==> config.mk <==
export PLATFORM = sky130hd
export DESIGN_NAME = alu_input_sequencer
export DESIGN_NICKNAME = d
export VERILOG_FILES = /design/src/rtl/alu_input_sequencer.sv
export SDC_FILE = /design/constraint.sdc
export NUM_CORES = 1
export LEC_CHECK = 0
export ABC_AREA = 1
export CAP_MARGIN = 20
export CORE_MARGIN = 2
export CORE_UTILIZATION = 25
export CTS_BUF_LIST = sky130_fd_sc_hd__clkbuf_2 sky130_fd_sc_hd__clkbuf_4 sky130_fd_sc_hd__clkbuf_8
export CTS_CLUSTER_SIZE = 20
export DETAILED_ROUTE_END_ITERATION = 8
export PLACE_DENSITY = 0.45
export REMOVE_ABC_BUFFERS = 1
export SKIP_CTS_REPAIR_TIMING = 1
export SLEW_MARGIN = 25
export SYNTH_ARGS = -nofsm -noshare
export SYNTH_HDL_FRONTEND = slang
export SYNTH_SLANG_ARGS = --single-unit
==> constraint.sdc <==
create_clock -name clk -period 1.4 [get_ports clk]
set_input_delay 0.21 -clock clk [delete_from_list [all_inputs] [get_ports clk]]
set_output_delay 0.21 -clock clk [all_outputs]
set_load 0.02 [all_outputs]
==> src/rtl/alu_input_sequencer.sv <==
// Button front end and capture sequencer feeding the board ALU control FSM.
// Optional build macro ALU_SEQ_AUTO_CONFIRM_EN: confirm automatically on the second READY cycle.

module alu_input_sequencer_debounce #(
   parameter int unsigned DEBOUNCE_CYCLES = 4
) (
   input  logic clk,
   input  logic reset,
   input  logic btn_raw,
   output logic press
);

   localparam int unsigned CW = $clog2(DEBOUNCE_CYCLES + 1);

   logic          sync1_q, sync1_d;
   logic          sync2_q, sync2_d;
   logic          level_q, level_d;
   logic          level_prev_q, level_prev_d;
   logic          press_q, press_d;
   logic [CW-1:0] cnt_q, cnt_d;

   // NOTE: every variable gets a default before any branch, so no path leaves it unassigned (no latch).
   always_comb begin
      sync1_d      = btn_raw;
      sync2_d      = sync1_q;
      level_d      = level_q;
      cnt_d        = '0;
      if (sync2_q != level_q) begin
         if (cnt_q == CW'(DEBOUNCE_CYCLES - 1)) begin
            level_d = ~level_q;
         end else begin
            cnt_d = cnt_q + 1'b1;
         end
      end
      level_prev_d = level_q;
      press_d      = level_q & ~level_prev_q;
   end

   // NOTE: state registers use non-blocking assignments so every flop samples pre-edge values.
   always_ff @(posedge clk) begin
      if (reset) begin
         sync1_q      <= 1'b0;
         sync2_q      <= 1'b0;
         level_q      <= 1'b0;
         level_prev_q <= 1'b0;
         press_q      <= 1'b0;
         cnt_q        <= '0;
      end else begin
         sync1_q      <= sync1_d;
         sync2_q      <= sync2_d;
         level_q      <= level_d;
         level_prev_q <= level_prev_d;
         press_q      <= press_d;
         cnt_q        <= cnt_d;
      end
   end

   assign press = press_q;

endmodule

module alu_input_sequencer #(
   parameter int unsigned DEBOUNCE_CYCLES = 4
) (
   input  logic       clk,
   input  logic       reset,
   input  logic       btn_next,
   input  logic       btn_confirm,
   input  logic [1:0] sw_data,
   input  logic [1:0] sw_op,
   output logic [1:0] operand_a,
   output logic [1:0] operand_b,
   output logic [1:0] switch_op,
   output logic       handshaking,
   output logic       confirm_op,
   output logic [1:0] seq_state
);

   typedef enum logic [1:0] {
      LOAD_A  = 2'b00,
      LOAD_B  = 2'b01,
      READY   = 2'b10,
      HANDOFF = 2'b11
   } state_e;

   state_e     state_q, state_d;
   logic [1:0] operand_a_q, operand_a_d;
   logic [1:0] operand_b_q, operand_b_d;
   logic [1:0] switch_op_q, switch_op_d;
   logic       handshaking_q, handshaking_d;
   logic       confirm_op_q, confirm_op_d;
   logic       phase_q, phase_d;
   logic       next_press;

   alu_input_sequencer_debounce #(.DEBOUNCE_CYCLES(DEBOUNCE_CYCLES)) u_next_db (
      .clk     (clk),
      .reset   (reset),
      .btn_raw (btn_next),
      .press   (next_press)
   );

`ifndef ALU_SEQ_AUTO_CONFIRM_EN
   logic confirm_press;

   alu_input_sequencer_debounce #(.DEBOUNCE_CYCLES(DEBOUNCE_CYCLES)) u_confirm_db (
      .clk     (clk),
      .reset   (reset),
      .btn_raw (btn_confirm),
      .press   (confirm_press)
   );
`endif

   // phase_q marks the second cycle of a two-cycle state; it clears on every state entry.
   always_comb begin
      state_d       = state_q;
      operand_a_d   = operand_a_q;
      operand_b_d   = operand_b_q;
      switch_op_d   = switch_op_q;
      handshaking_d = 1'b0;
      confirm_op_d  = 1'b0;
      phase_d       = 1'b0;
      case (state_q)
         LOAD_A: begin
            if (next_press) begin
               operand_a_d = sw_data;
               state_d     = LOAD_B;
            end
         end
         LOAD_B: begin
            if (next_press) begin
               operand_b_d   = sw_data;
               switch_op_d   = sw_op;
               handshaking_d = 1'b1;
               state_d       = READY;
            end
         end
         READY: begin
`ifdef ALU_SEQ_AUTO_CONFIRM_EN
            if (phase_q) begin
               confirm_op_d = 1'b1;
               state_d      = HANDOFF;
            end else begin
               phase_d = 1'b1;
            end
`else
            if (confirm_press) begin
               confirm_op_d = 1'b1;
               state_d      = HANDOFF;
            end
`endif
         end
         HANDOFF: begin
            if (phase_q) begin
               state_d = LOAD_A;
            end else begin
               phase_d = 1'b1;
            end
         end
         default: state_d = LOAD_A;
      endcase
   end

   always_ff @(posedge clk) begin
      if (reset) begin
         state_q       <= LOAD_A;
         operand_a_q   <= 2'b00;
         operand_b_q   <= 2'b00;
         switch_op_q   <= 2'b00;
         handshaking_q <= 1'b0;
         confirm_op_q  <= 1'b0;
         phase_q       <= 1'b0;
      end else begin
         state_q       <= state_d;
         operand_a_q   <= operand_a_d;
         operand_b_q   <= operand_b_d;
         switch_op_q   <= switch_op_d;
         handshaking_q <= handshaking_d;
         confirm_op_q  <= confirm_op_d;
         phase_q       <= phase_d;
      end
   end

   assign operand_a   = operand_a_q;
   assign operand_b   = operand_b_q;
   assign switch_op   = switch_op_q;
   assign handshaking = handshaking_q;
   assign confirm_op  = confirm_op_q;
   assign seq_state   = state_q;

endmodule

After elaboration in Yosys (flattened, before gate mapping)
Index checks and enable logic that the tools add are counted.
Operators by class
  $add $sub $neg: 2
  bitwise gates (word level): 11
  multiplexer cells: 8
  equal/unequal tests: 11
  reduce and logical (&&, ||, !) cells: 11
Operators by type and width (number)
  $not A1 Y1: 9
  $mux W2: 4
  $pmux W2 S4: 1
  $reduce_and A2 Y1: 4
  $add A3 B1 Y3 const B: 2
  $eq A3 B2 Y1 const B: 2
  $ne A2 B1 Y1 const B: 3
  $reduce_or A2 Y1: 3
  $reduce_or A3 Y1: 2
  $eq A2 B2 Y1 const B: 2
  $reduce_and A4 Y1: 1
  $mux W1: 3
  $and A1 B1 Y1: 2
  $eq A2 B1 Y1 const B: 1
  $logic_not A2 Y1: 1
  $ne A1 B1 Y1: 2
  $ne A2 B2 Y1 const B: 1
Storage, ports and cells
  register bits after elaboration: 27

Longest topological paths before layout
Gate-level depths: netlist of run 1.
  depth after elaboration: 3
  mapped depth: 8
  gate-level depth less buffers: 8

Modules after synthesis
From an unflattened synthesis of run 1, not the netlist that was laid out.
Second synthesis, totals
  cells, all modules: 126
  area total of the unflattened synthesis: 1031.0 um2
By module, submodules not included
  alu_input_sequencer_debounce: times used 2, seq. area each 160.2 um2, area each 275.3 um2, cells an instance 31
  alu_input_sequencer: times used 1, seq. area each 220.2 um2, area each 480.5 um2, cells an instance 64

Worst setup path after synthesis of run 1
OpenSTA, ideal clock, no wires.
  path type: register -> register
  from: register state_q[0] (netlist: seq_state[0])
  to: register state_q[0] (netlist: seq_state[0])
  slack: 139 ps
  arrival time: 1148 ps
  stages on the path, launching flop included: 7
  cell sequence: dfxtp_1 > inv_1 > ha_1 > o21bai_1 > nand3_1 > nand2_1 > nor2_1
Between the ends
  longest elaborated chain between the ends: 3
  elaborated cells between the ends (all ways): 10
  those cells by class: eq/ne (7); mux (1); reduce/logical (2)
RTL lines
  start, declared: RTL line 86  | state_e state_q, state_d;
  start signal, assigned: RTL line 173  | state_q <= state_d;
  $eq A2 B1 Y1, or another cell as far along: RTL line 122  | case (state_q)
  $ne A2 B1 Y1 (no source line) or $ne A2 B2 Y1 (tied branches)
  $reduce_and A4 Y1 (no source line)
Parallel ways exist; a longest one is shown, timed or not.
A chain may end at the register's enable or synchronous reset.

Worst setup path after layout of run 1
  from: register state_q[0] (netlist: seq_state[0])
  to: register state_q[1] (netlist: seq_state[1])
The elaborated chain is that of the path after synthesis.

==> results of run 1 <==
==> registers in the layout (all words and copies together), names as in the netlist <==
signal	count
u_confirm_db.cnt_q	3
u_next_db.cnt_q	3
operand_a	2
operand_b	2
seq_state	2
switch_op	2
confirm_op	1
handshaking	1
phase_q	1
u_confirm_db.level_prev_d	1
u_confirm_db.level_prev_q	1
u_confirm_db.press	1
u_confirm_db.sync1_q	1
u_confirm_db.sync2_q	1
u_next_db.level_prev_d	1
u_next_db.level_prev_q	1
u_next_db.press	1
u_next_db.sync1_q	1
u_next_db.sync2_q	1
==> where the power goes <==
part	total, µW	switching [µW]	internal, µW
Combinational	405	230	175
Clock	457	248	209
Sequential	837	34.4	803
Total	1700	513	1190
==> routing by layer <==
layer	track usage (%)	routed length [µm]	vias to the layer above
met5	0	0	-
met4	3.06	16	0
met3	3.50	86	2
met2	14.8	873	12
met1	8.94	647	337
li1	-	-	404
==> synthesized netlist by cell type <==
cell       n  area, µm²
nor2_1    34        128
dfxtp_1   27        541
inv_1     19       71.3
ha_1       8        100
o21ai_0    6       30.0
nand2_1    5       18.8
a21oi_1    3       15.0
nand2_2    3       18.8
nand3_1    3       15.0
nor3_1     2       10.0
o211ai_1   2       15.0
buf_2      1       5.00
buf_6      1       11.3
inv_2      1       3.75
nor2_2     1       6.26
o21ai_1    1       5.00
o21bai_1   1       7.51
o31ai_1    1       7.51
==> worst max path at each step <==
stage	from	slack [ps]	end
2_1_floorplan	seq_state[0]	140	seq_state[0]
3_3_place_gp	seq_state[0]	200	seq_state[0]
3_5_place_dp	seq_state[0]	170	seq_state[1]
4_1_cts	seq_state[0]	-140	seq_state[0]
5_1_grt	seq_state[0]	50	seq_state[1]
6_report	seq_state[0]	180	seq_state[1]
==> cell type report <==
class,instances,area [µm²]
inverters,20,75.1
multi-input cells,70,377
repair buffers,18,203
clock inverters,1,8.76
fillers,435,2640
clock buffers,3,41.3
flip-flops and latches,27,541
well taps,50,62.6
==> critical path, delay by kind of cell, from the launching register on <==
family	cells	cell delay (ps)
compound gates	1	190
fa+ha+maj	1	250
buf+inv	1	90
flops	1	410
simple gates	3	190
==> logic make-up (layout without fill, tap and decap cells) <==
group	after synthesis	after routing	synth area share, %
AND/OR/NAND/NOR	48	48	19.5
adder cells (fa/ha/maj)	8	8	9.93
AO/OA/AOI/OAI	14	14	7.94
flip-flops	27	27	53.6
buffers and inverters	22	42	9.06
==> through the flow <==
step | hold slack, ps | TNS, ps
after floorplan | 281 | 0
after global placement | 379 | 0
after detailed placement | 379 | 0
after CTS | 400 | -553
after global routing | 413 | 0
final | 396 | 0
==> flow_results.org, run 1 <==
** Min path
- For hold timing, the worst endpoint is u_next_db.press.
- Counting instances, the worst hold path has a depth of 1.
- Start point of the worst hold path :: u_next_db.level_prev_q
- Hold Crit Class :: flip-flop to flip-flop

** Global routing
- The first global-routing pass estimated 2850 µm of wire.
- Antenna violations before repair :: 0
- In the global route stage, overall resource usage came out at 8.42%.
- Remaining global-route overflow :: 0
- Via count of the first global-routing pass :: 739
- Maximum number of pins on one net before global-route repair :: 18

** CTS
- In this run the clock root is driven by a clkbuf_8.
- No sink is reached through more buffers than the 2 on the longest clock path.
- Depth of the CTS H-tree :: 1
- CTS saw 27 sinks.
- Clock-pin slew was measured on the worst setup and hold paths at 100 ps.
- At the later pin of the worst-skew pair, clock insertion delay measures 270 ps.
- Counting the buffers created by CTS gives 3.
- Clock tree from TritonCTS :: built

** Routing
- Count of vias placed by the detailed router :: 755
- First-pass iteration count of the detailed router :: 4
- The routed design has 1620 µm of wire.
- In this run, the number of DRC markers left after iteration 0 of detailed routing was 27.
- Wire per inst :: approximately 8.6 µm
- Routed vias/inst :: about 4.0
- For this run, design rule violations remaining after detail routing come to 0.
- The detail route stage leaves a number of antenna-violating nets equal to 0.

** Timing
- Relative slew margins :: about 80%
- Count of endpoints failing hold in the final timing report :: 0
- For the finished layout, the period the worst path requires is between 1000 and 1500 ps.
- On the final layout, the worst clock skew is 4.59 ps.
- Final slew viol count :: 0
- Timing would allow up to 0.819 GHz.
- Setup repair after global routing left no endpoint under its margin.
- Setup violations remaining at the end of the flow were counted as 0.
- After layout, the worst setup slack is 179 ps.
- Dividing the final minimum period by the clock period gives 87.2%.
- Actual slew at the worst max-slew pin :: 283 ps

** Pwr
- Leakage power :: 0.000710 µW
- For this design the ratio of total power to cell area is 1300 mW/mm².
- Total power draw :: about 1700 µW
- VDD sags by at most just under 0.0006 V.

** Worst setup path
- Count of cells along the worst register-to-register path :: 6
- The critical path is of the flip-flop to flip-flop type.
- Endpoint of the worst-slack reg-to-reg timing path :: seq_state[1]
- Crit path capture type :: flip-flop
- On the critical path, the stage with the largest delay is an instance of dfxtp_1.
- Register-to-register path setup slack :: 180 ps
- Maximum fanout count along the critical path :: 5
- Crit path launch type :: flip-flop
- Walking the worst path, the cells encountered are inv_1, ha_1, o21bai_1, nand3_1, nand2_1, nor2_1.
- At the worst endpoint, the required time is approximately 1600 ps.
- Origin of the critical flop-to-flop path :: seq_state[0]
- CP arrival :: 1400 ps
- The largest single stage delay on the critical path is 410 ps.

** Cells and area
- The post-route netlist has under 10% of its cells at a drive strength greater than 1.
- The library cell used most frequently in the layout, excluding fill and tap cells, is nor2_1.
- Most used cells in the layout excluding fill and tap cells :: 34 x nor2_1, 27 x dfxtp_1, 19 x inv_1
- Relative to the synthesized area, the layout overhead comes to 29.7%.
- In the final design database the tool counted 156 nets.
- Non-filler instance count after layout :: 189
- The number of antenna diodes in the final layout is 0.
- Final standard cell area without fillers :: 0.00131 mm²
- At the end of the flow the core is filled with cells to ~33%.

** Floorplanning
- Standard-cell row count :: 23
- Die height :: roughly 68 µm
- The die covers 0.00456 mm².
- Core area :: 0.00394 mm²
- For this design the top-level I/O count stands at 18.
- In this run the horizontal extent of the chip is 67.5 µm.
- The initial utilization of the core area, before any placement, comes to 25.6%.

** Synth
- Synthesis instantiated 18 different standard cells from the library.
- Average instance area after synthesis :: roughly 8.5 µm²
- Gate count of the mapped netlist :: 119
- In this run the cell area of the synthesized design comes to approximately 0.001 mm².
- The share of the Yosys chip area taken by registers is ~54%.
- During synthesis, Yosys emitted a total of 0 warnings.
- After synthesis the netlist holds a flip-flop and latch count of 27.

** Placed design
- Post-detailed-placement half-perimeter wirelength :: 1250 µm
- Total placed instance area :: 0.00123 mm²
- Gpl congestion :: 0.596
- Port buffering added 17 buffers.
- DP Worst Slack :: approximately 170 ps
- In this run, placement finished with an instance count of 185.

** Flow run
- Max capacitance violation total :: 0

** Run status
- Outcome :: finished, final reports clean
Note: power is estimated with default switching activity, not from simulation.
==> inputs of run 2 (changes only) <==
--- a/config.mk
+++ b/config.mk
@@ -6,6 +6,7 @@
 export NUM_CORES = 1
 export LEC_CHECK = 0
 export ABC_AREA = 1
+export ABC_CLOCK_PERIOD_IN_PS = 1400
 export CAP_MARGIN = 20
 export CORE_MARGIN = 2
 export CORE_UTILIZATION = 25
==> results of run 2 <==
Final layout, timing and power as in run 1 (identical DEF).
